<file path="config.mk">
export PLATFORM = sky130hd
export DESIGN_NAME = pc_sequencer
export DESIGN_NICKNAME = d
export VERILOG_FILES = /design/src/rtl/pc_sequencer.sv
export SDC_FILE = /design/constraint.sdc
export NUM_CORES = 1
export LEC_CHECK = 0
export ABC_AREA = 1
export CORE_ASPECT_RATIO = 0.75
export CORE_MARGIN = 2
export CORE_UTILIZATION = 50
export CTS_CLUSTER_DIAMETER = 120
export DETAILED_ROUTE_END_ITERATION = 7
export HOLD_SLACK_MARGIN = 0.02
export PLACE_DENSITY = 0.77
export SLEW_MARGIN = 40
export SYNTH_ARGS = -nofsm -noshare
export SYNTH_HDL_FRONTEND = slang
export SYNTH_SLANG_ARGS = --single-unit
</file>
<file path="constraint.sdc">
create_clock -name clock -period 2 [get_ports clock]
set_input_delay 0.4 -clock clock [delete_from_list [all_inputs] [get_ports clock]]
set_output_delay 0.4 -clock clock [all_outputs]
set_load 0.03 [all_outputs]
</file>
<file path="src/rtl/pc_sequencer.sv">
// Eight-phase instruction sequencer: fetches one- or two-word instructions, drives PC-stack ops and PC nibble writes.
// Optional feature: define PC_SEQ_JCN_EN to make JCN (opr 0x1) a two-word conditional page-local jump.
module pc_sequencer (
  input  logic       clock,
  input  logic       reset_n,
  input  logic       halt_req,
  input  logic [3:0] data,
  input  logic       cond,
  output logic [2:0] cycle,
  output logic       halt,
  output logic [1:0] control,
  output logic [1:0] pc_next_sel,
  output logic [2:0] pc_write_enable,
  output logic [3:0] inst_operand,
  output logic [3:0] opr,
  output logic [3:0] opa,
  output logic       stack_ovf,
  output logic       stack_unf
);

  localparam int unsigned NIB_W   = 4;
  localparam int unsigned CYC_W   = 3;
  localparam int unsigned CTL_W   = 2;
  localparam int unsigned SEL_W   = 2;
  localparam int unsigned WE_W    = 3;
  localparam int unsigned DEPTH_W = 2;

  localparam logic [CTL_W-1:0] CTRL_NOP  = CTL_W'(0);
  localparam logic [CTL_W-1:0] CTRL_PUSH = CTL_W'(1);
  localparam logic [CTL_W-1:0] CTRL_POP  = CTL_W'(2);

  localparam logic [SEL_W-1:0] PC_FROM_INC  = SEL_W'(0);
  localparam logic [SEL_W-1:0] PC_FROM_INST = SEL_W'(1);

  localparam logic [WE_W-1:0] WE_HI  = 3'b100;
  localparam logic [WE_W-1:0] WE_MID = 3'b010;
  localparam logic [WE_W-1:0] WE_LO  = 3'b001;

  localparam logic [NIB_W-1:0] OP_JCN = 4'h1;
  localparam logic [NIB_W-1:0] OP_JUN = 4'h4;
  localparam logic [NIB_W-1:0] OP_JMS = 4'h5;
  localparam logic [NIB_W-1:0] OP_BBL = 4'hC;

  typedef enum logic [1:0] {
    ST_FETCH1 = 2'd0,
    ST_FETCH2 = 2'd1,
    ST_FLUSH  = 2'd2,
    ST_HALTED = 2'd3
  } state_e;

  state_e               state_q,   state_d;
  logic [CYC_W-1:0]     cycle_q,   cycle_d;
  logic                 halt_q,    halt_d;
  logic [NIB_W-1:0]     opr_q,     opr_d;
  logic [NIB_W-1:0]     opa_q,     opa_d;
  logic [NIB_W-1:0]     w2_opr_q,  w2_opr_d;
  logic [NIB_W-1:0]     w2_opa_q,  w2_opa_d;
  logic                 cond_q,    cond_d;
  logic [DEPTH_W-1:0]   depth_q,   depth_d;
  logic                 ovf_q,     ovf_d;
  logic                 unf_q,     unf_d;
  logic [CTL_W-1:0]     ctrl_q,    ctrl_d;
  logic [SEL_W-1:0]     sel_q,     sel_d;
  logic [WE_W-1:0]      we_q,      we_d;
  logic [NIB_W-1:0]     operand_q, operand_d;

  logic is_jun;
  logic is_jms;
  logic is_jcn;
  logic is_bbl;
  logic two_word;
  logic full_jump;
  logic jcn_taken;
  logic cond_s;

  assign is_jun = (opr_q == OP_JUN);
  assign is_jms = (opr_q == OP_JMS);
  assign is_bbl = (opr_q == OP_BBL);

`ifdef PC_SEQ_JCN_EN
  assign is_jcn = (opr_q == OP_JCN);
  assign cond_s = cond;
`else
  logic unused_cond;
  assign is_jcn      = 1'b0;
  assign cond_s      = 1'b0;
  assign unused_cond = cond;
`endif

  assign two_word  = is_jun | is_jms | is_jcn;
  assign full_jump = is_jun | is_jms;
  assign jcn_taken = is_jcn & cond_q;

  // State and registered outputs
  always_ff @(posedge clock or negedge reset_n) begin
    if (!reset_n) begin
      state_q   <= ST_FETCH1;
      cycle_q   <= '0;
      halt_q    <= 1'b0;
      opr_q     <= '0;
      opa_q     <= '0;
      w2_opr_q  <= '0;
      w2_opa_q  <= '0;
      cond_q    <= 1'b0;
      depth_q   <= '0;
      ovf_q     <= 1'b0;
      unf_q     <= 1'b0;
      ctrl_q    <= CTRL_NOP;
      sel_q     <= PC_FROM_INC;
      we_q      <= '0;
      operand_q <= '0;
    end else begin
      state_q   <= state_d;
      cycle_q   <= cycle_d;
      halt_q    <= halt_d;
      opr_q     <= opr_d;
      opa_q     <= opa_d;
      w2_opr_q  <= w2_opr_d;
      w2_opa_q  <= w2_opa_d;
      cond_q    <= cond_d;
      depth_q   <= depth_d;
      ovf_q     <= ovf_d;
      unf_q     <= unf_d;
      ctrl_q    <= ctrl_d;
      sel_q     <= sel_d;
      we_q      <= we_d;
      operand_q <= operand_d;
    end
  end

  // Next state, then outputs for the phase about to begin (so they register in step with cycle)
  always_comb begin
    state_d   = state_q;
    cycle_d   = cycle_q + CYC_W'(1);
    halt_d    = halt_q;
    opr_d     = opr_q;
    opa_d     = opa_q;
    w2_opr_d  = w2_opr_q;
    w2_opa_d  = w2_opa_q;
    cond_d    = cond_q;
    depth_d   = depth_q;
    ovf_d     = ovf_q;
    unf_d     = unf_q;
    ctrl_d    = CTRL_NOP;
    sel_d     = PC_FROM_INC;
    we_d      = '0;
    operand_d = '0;

    case (state_q)
      ST_FETCH1: begin
        if (cycle_q == CYC_W'(3)) opr_d = data;
        if (cycle_q == CYC_W'(4)) opa_d = data;
        if (cycle_q == CYC_W'(7)) begin
          if (two_word) begin
            state_d = ST_FETCH2;
          end else if (is_bbl) begin
            state_d = ST_FLUSH;
          end else if (halt_req) begin
            state_d = ST_HALTED;
            halt_d  = 1'b1;
          end
        end
      end
      ST_FETCH2: begin
        if (cycle_q == CYC_W'(3)) w2_opr_d = data;
        if (cycle_q == CYC_W'(4)) begin
          w2_opa_d = data;
          cond_d   = cond_s;
        end
        if (cycle_q == CYC_W'(7)) begin
          state_d = halt_req ? ST_HALTED : ST_FETCH1;
          halt_d  = halt_req;
        end
      end
      ST_FLUSH: begin
        if (cycle_q == CYC_W'(7)) begin
          state_d = halt_req ? ST_HALTED : ST_FETCH1;
          halt_d  = halt_req;
        end
      end
      ST_HALTED: begin
        cycle_d = '0;
        if (!halt_req) begin
          state_d = ST_FETCH1;
          halt_d  = 1'b0;
        end
      end
      default: begin
        state_d = ST_FETCH1;
        cycle_d = '0;
      end
    endcase

    if (state_d == ST_FETCH2) begin
      case (cycle_d)
        CYC_W'(2): if (is_jms) ctrl_d = CTRL_PUSH;
        CYC_W'(5): begin
          if (full_jump) begin
            we_d      = WE_HI;
            operand_d = opa_q;
          end
        end
        CYC_W'(6): begin
          if (full_jump || jcn_taken) begin
            we_d      = WE_MID;
            operand_d = w2_opr_q;
          end
        end
        CYC_W'(7): begin
          if (full_jump || jcn_taken) begin
            we_d      = WE_LO;
            operand_d = w2_opa_q;
          end
        end
        default: ;
      endcase
    end else if (state_d == ST_FLUSH && cycle_d == CYC_W'(2)) begin
      ctrl_d = CTRL_POP;
    end

    if (we_d != '0) sel_d = PC_FROM_INST;

    // Depth mirrors the PC-stack pointer; wrap-around is flagged, flags are sticky
    if (ctrl_d == CTRL_PUSH) begin
      if (depth_q == DEPTH_W'(3)) ovf_d = 1'b1;
      depth_d = depth_q + DEPTH_W'(1);
    end else if (ctrl_d == CTRL_POP) begin
      if (depth_q == DEPTH_W'(0)) unf_d = 1'b1;
      depth_d = depth_q - DEPTH_W'(1);
    end
  end

  assign cycle           = cycle_q;
  assign halt            = halt_q;
  assign control         = ctrl_q;
  assign pc_next_sel     = sel_q;
  assign pc_write_enable = we_q;
  assign inst_operand    = operand_q;
  assign opr             = opr_q;
  assign opa             = opa_q;
  assign stack_ovf       = ovf_q;
  assign stack_unf       = unf_q;

endmodule

</file>
==> results of run 1 <==
[state kept, by name, indices dropped and copies added, names as in the netlist]
register / cells
opa: 4
state_q: 2
pc_write_enable: 3
opr: 4
stack_ovf: 1
w2_opr_q: 4
pc_next_sel: 1
halt: 1
inst_operand: 4
depth_q: 2
cycle: 3
control: 2
stack_unf: 1
w2_opa_q: 4
[metal layers]
| metal | part of all wire | track usage | vias to the layer above |
|---|---|---|---|
| met2 | 0.44 | 0.280 | 33 |
| met3 | 0.045 | 0.0547 | 7 |
| li1 | - | - | 729 |
| met4 | 0.016 | 0.0794 | 0 |
| met5 | 0 | 0 | - |
| met1 | 0.50 | 0.275 | 661 |
[Yosys cell counts (all sizes together)]
cell | count | share of area
conb | 1 | 0.0021
inv | 37 | 0.079
nand2 | 50 | 0.12
o21a | 1 | 0.0043
o21bai | 1 | 0.0043
a31oi | 1 | 0.0036
nand4 | 3 | 0.011
dfrtp | 36 | 0.51
o21ai | 23 | 0.066
a21oi | 5 | 0.014
buf | 3 | 0.013
nand3 | 11 | 0.038
ha | 7 | 0.050
nor3 | 2 | 0.0086
o22ai | 4 | 0.014
nor2 | 25 | 0.063
[power breakdown]
group          switching (mW)  internal [mW]
combinational            1.23          0.703
sequential              0.213           1.00
clock                   0.254          0.370
[what timing repair did]
item                       CTS  global route
resized for setup            0             2
setup endpoints to repair    0             7
setup buffers                0             1
[how the worst max path moves through the flow]
stage               startpoint               to  slack, ns  depth (start not counted)
CTS                   cycle[1]        stack_unf       0.11                         11
global route          cycle[1]  inst_operand[1]      0.007                         11
finish                cycle[0]         cycle[0]       0.15                          2
detailed placement    halt_req       depth_q[1]       0.04                         10
floorplan             cycle[0]       depth_q[0]       0.11                         10
global placement      halt_req  inst_operand[1]       0.08                         10
[layout make-up]
type | count | area [um^2]
Inverter | 37 | 139
Fill cell | 278 | 1120
Timing Repair Buffer | 33 | 323
Clock inverter | 2 | 35.0
Clock buffer | 6 | 72.6
Multi-Input combinational cell | 134 | 696
Sequential cell | 36 | 902
Tap cell | 40 | 50.0
[cells by family after synthesis]
| group | synth area share |
|---|---|
| simple gates | 0.237 |
| buf+inv | 0.0919 |
| flops | 0.513 |
| compound gates | 0.106 |
| fa+ha+maj | 0.0499 |
| other cells | 0.00214 |
==> impl_metrics.env, run 1 <==
export IMPL_worstHoldStart="stack_ovf"
export IMPL_tns_ns=0
export IMPL_clock_skew_ns=0.00564
export IMPL_endpoint_kind="primary output"
export IMPL_ir_drop_mv=1.04
export IMPL_drt_iter0_markers=113
export IMPL_fin_crit_sh=0.924
export IMPL_cts_root_buf="clkbuf_8"
export IMPL_utilization=0.665
export IMPL_cts_buffers_inserted=5
export IMPL_cts_buffer_depth=2
export IMPL_fin_cells=288
export IMPL_grt_pass1_vias=1324
export IMPL_ys_seq_area_frac=0.513
export IMPL_h_tree_depth=2
export IMPL_critical_path_class="flip-flop to primary output"
export IMPL_antenna_left=0
export IMPL_cpMaxStageDelayCell="clkdlybuf4s50_1"
export IMPL_cp_cell_sequence="buf_4 -> clkdlybuf4s50_1"
export IMPL_track_usage=0.194
export IMPL_power_density_nw_per_um2=1700
export IMPL_via_count=1430
export IMPL_holdWs_ns=0.475
export IMPL_drcViolationCount=0
export IMPL_gp_congestion=0.838
export IMPL_syn2layout_area_growth_pct=26.3
export IMPL_synth_warnings=0
export IMPL_synth_nets=225
export IMPL_n_antenna_cell=0
export IMPL_place_ws_ns=0.0410
export IMPL_final_setup_viol_count=0
export IMPL_drv_slew=0
export IMPL_ioPinCount=33
export IMPL_rsz0062_at_grt="no"
export IMPL_fin_crit_ns=1.85
export IMPL_maxCapViolCount=0
export IMPL_crit_reg2reg_launch="state_q[1]"
export IMPL_io_buffers=30
export IMPL_clk_pin_slew_ns=0.07
export IMPL_place_area_um2=2100
export IMPL_cts_hold_buffers=0
export IMPL_cp_arrival_ns=1.45
export IMPL_drive_gt1_frac=0.105
export IMPL_synth_cells=210
export IMPL_dp_hpwl_um=2630
export IMPL_grt_start_max_net_pins=37
export IMPL_hold_class="flip-flop to flip-flop"
export IMPL_max_freq_ghz=0.541
export IMPL_synthesis_area_um2=1760
export IMPL_worstPathRequired_ns=1.60
export IMPL_syn_area_per_cell_um2=8.36
export IMPL_reg2reg_to="inst_operand[1]"
export IMPL_crit_path_max_fanout=6
export IMPL_final_area_um2=2220
export IMPL_dp_cells=279
export IMPL_p_leak_nw=1.13
export IMPL_grt_overflow_total=0
export IMPL_post_drt_wl_per_cell_um=12.2
export IMPL_r2r_setup_slack_ns=0.16
export IMPL_synth_seq_cells=36
export IMPL_crit_buf_inv=2
export IMPL_finalHoldViolations=0
export IMPL_cts_tree="built"
export IMPL_die_area_um2=4010
export IMPL_final_cell_mix="46 x nand2_1, 35 x dfrtp_1, 34 x inv_1"
export IMPL_cpPeakStageDelay_ns=0.67
export IMPL_core_area_um2=3330
export IMPL_layout_commonest_cell="nand2_1"
export IMPL_whs_path_depth=1
export IMPL_clock_latency_ns=0.29
export IMPL_grt_pass1_wl_um=5980
export IMPL_final_nets=262
export IMPL_dieHeight_um=55.3
export IMPL_outcome="finished clean"
export IMPL_setup_ws_ns=0.153
export IMPL_yosysUniqueCellTypes=24
export IMPL_antenna_found_initial=0
export IMPL_cp_start_kind="flip-flop"
export IMPL_num_rows=18
export IMPL_drt_wl_total_um=3520
export IMPL_die_w_um=72.4
export IMPL_firstDrtPassIters=4
export IMPL_start_util=0.527
export IMPL_viasPerCell=4.97
export IMPL_path_delay_family="buffers and inverters"
export IMPL_rr_worst_depth=10
export IMPL_cts_sinks=36
export IMPL_worstHoldEndpoint="stack_ovf"
export IMPL_total_power_mw=3.77
Note: power is estimated with default switching activity, not from simulation.
==> run 2: changes to the inputs <==
Settings changed: CORE_MARGIN 2 to unset.
==> impl_metrics.env, run 2 (synthesis results as in run 1) <==
export IMPL_cts_tree="built"
export IMPL_h_tree_depth=2
export IMPL_dieHeight_um=53.3
export IMPL_cts_buffers_inserted=5
export IMPL_drv_slew=0
export IMPL_endpoint_kind="primary output"
export IMPL_core_area_um2=3310
export IMPL_worstHoldStart="stack_unf"
export IMPL_num_rows=18
export IMPL_worstPathRequired_ns=1.60
export IMPL_die_area_um2=3750
export IMPL_clk_pin_slew_ns=0.07
export IMPL_final_nets=262
export IMPL_grt_start_max_net_pins=37
export IMPL_maxCapViolCount=0
export IMPL_die_w_um=70.4
export IMPL_rsz0062_at_grt="no"
export IMPL_p_clk_frac=0.146
export IMPL_cp_start_kind="flip-flop"
export IMPL_hold_class="flip-flop to flip-flop"
export IMPL_whs_path_depth=2
export IMPL_fin_crit_ns=1.86
export IMPL_n_antenna_cell=0
export IMPL_grt_pass1_vias=1242
export IMPL_post_drt_wl_per_cell_um=12.4
export IMPL_final_cell_mix="46 x nand2_1, 35 x dfrtp_1, 34 x inv_1"
export IMPL_fin_crit_sh=0.930
export IMPL_grt_overflow_total=0
export IMPL_clock_latency_ns=0.30
export IMPL_clock_skew_ns=0.00817
export IMPL_final_setup_viol_count=0
export IMPL_drive_gt1_frac=0.105
export IMPL_fin_cells=288
export IMPL_finalHoldViolations=0
export IMPL_gp_congestion=0.847
export IMPL_rr_worst_depth=11
export IMPL_total_power_mw=3.70
export IMPL_syn2layout_area_growth_pct=25.6
export IMPL_p_int_mw=1.99
export IMPL_p_sw_frac=0.464
export IMPL_cts_hold_buffers=0
export IMPL_power_net_switching_mw=1.72
export IMPL_drt_iter0_markers=100
export IMPL_ioPinCount=33
export IMPL_firstDrtPassIters=4
export IMPL_r2r_setup_slack_ns=0.18
export IMPL_final_area_um2=2200
export IMPL_worstHoldEndpoint="stack_unf"
export IMPL_dp_hpwl_um=2560
export IMPL_utilization=0.666
export IMPL_reg2reg_to="depth_q[1]"
export IMPL_dp_cells=279
export IMPL_p_leak_nw=1.12
export IMPL_cp_arrival_ns=1.46
export IMPL_io_buffers=30
export IMPL_pwr_share_seq=0.329
export IMPL_cts_buffer_depth=2
export IMPL_antenna_left=0
export IMPL_power_density_nw_per_um2=1680
export IMPL_place_area_um2=2100
export IMPL_layout_commonest_cell="nand2_1"
export IMPL_start_util=0.530
export IMPL_critical_path_class="flip-flop to primary output"
export IMPL_cts_sinks=36
export IMPL_crit_reg2reg_launch="state_q[1]"
export IMPL_crit_path_max_fanout=6
export IMPL_max_freq_ghz=0.538
export IMPL_comb_power_share=0.525
export IMPL_track_usage=0.212
export IMPL_grt_pass1_wl_um=5750
export IMPL_drt_wl_total_um=3560
export IMPL_antenna_found_initial=0
export IMPL_viasPerCell=5.03
export IMPL_drcViolationCount=0
export IMPL_tns_ns=0
export IMPL_outcome="finished clean"
export IMPL_ir_drop_mv=1.09
export IMPL_via_count=1448
export IMPL_cts_root_buf="clkbuf_8"
run 2: area by class of cell:
cell class	instances	area (um^2)
flip-flops and latches	36	902
multi-input cells	134	701
clock buffers	8	90.1
well taps	40	50.0
repair buffers	33	323
fillers	298	1110
inverters	37	139
run 2: stage by stage:
step	setup slack [ns]	hold slack, ns
floorplan	0.113	0.104
global placement	0.0793	0.446
detailed placement	0.0234	0.474
CTS	0.116	0.490
global route	0.0386	0.507
finish	0.141	0.483
run 2: how the worst max path moves through the flow:
stage | start | to | cells past startpoint
after floorplan | cycle[0] | depth_q[0] | 10
after global placement | halt_req | depth_q[1] | 10
after detailed placement | halt_req | inst_operand[1] | 10
after CTS | cycle[1] | depth_q[1] | 10
after global routing | cycle[1] | inst_operand[3] | 8
final | cycle[0] | cycle[0] | 2
run 2: worst max-delay path, stage by stage, from the launching register on:
cell             delay [ns]
dfrtp_1                0.35
buf_4                  0.15
clkdlybuf4s50_1        0.67
run 2: repair_timing:
item / CTS / global route
resized for setup: 0 / 3
setup endpoints to repair: 0 / 7
setup buffers: 0 / 1
run 2: power by group through the flow:
stage	Clock [mW]	Combinational (mW)	Sequential, mW
6_report	0.540	1.94	1.22
5_1_grt	0.584	2.18	1.25
4_1_cts	0.543	1.94	1.22
3_5_place_dp	0	1.92	1.22
3_3_place_gp	0	1.88	1.22
2_1_floorplan	0	1.06	1.48
run 2: metal layers:
metal	wire, um	track usage
met5	0	0
met4	55	0.0800
met3	212	0.0743
met2	1620	0.332
met1	1680	0.272
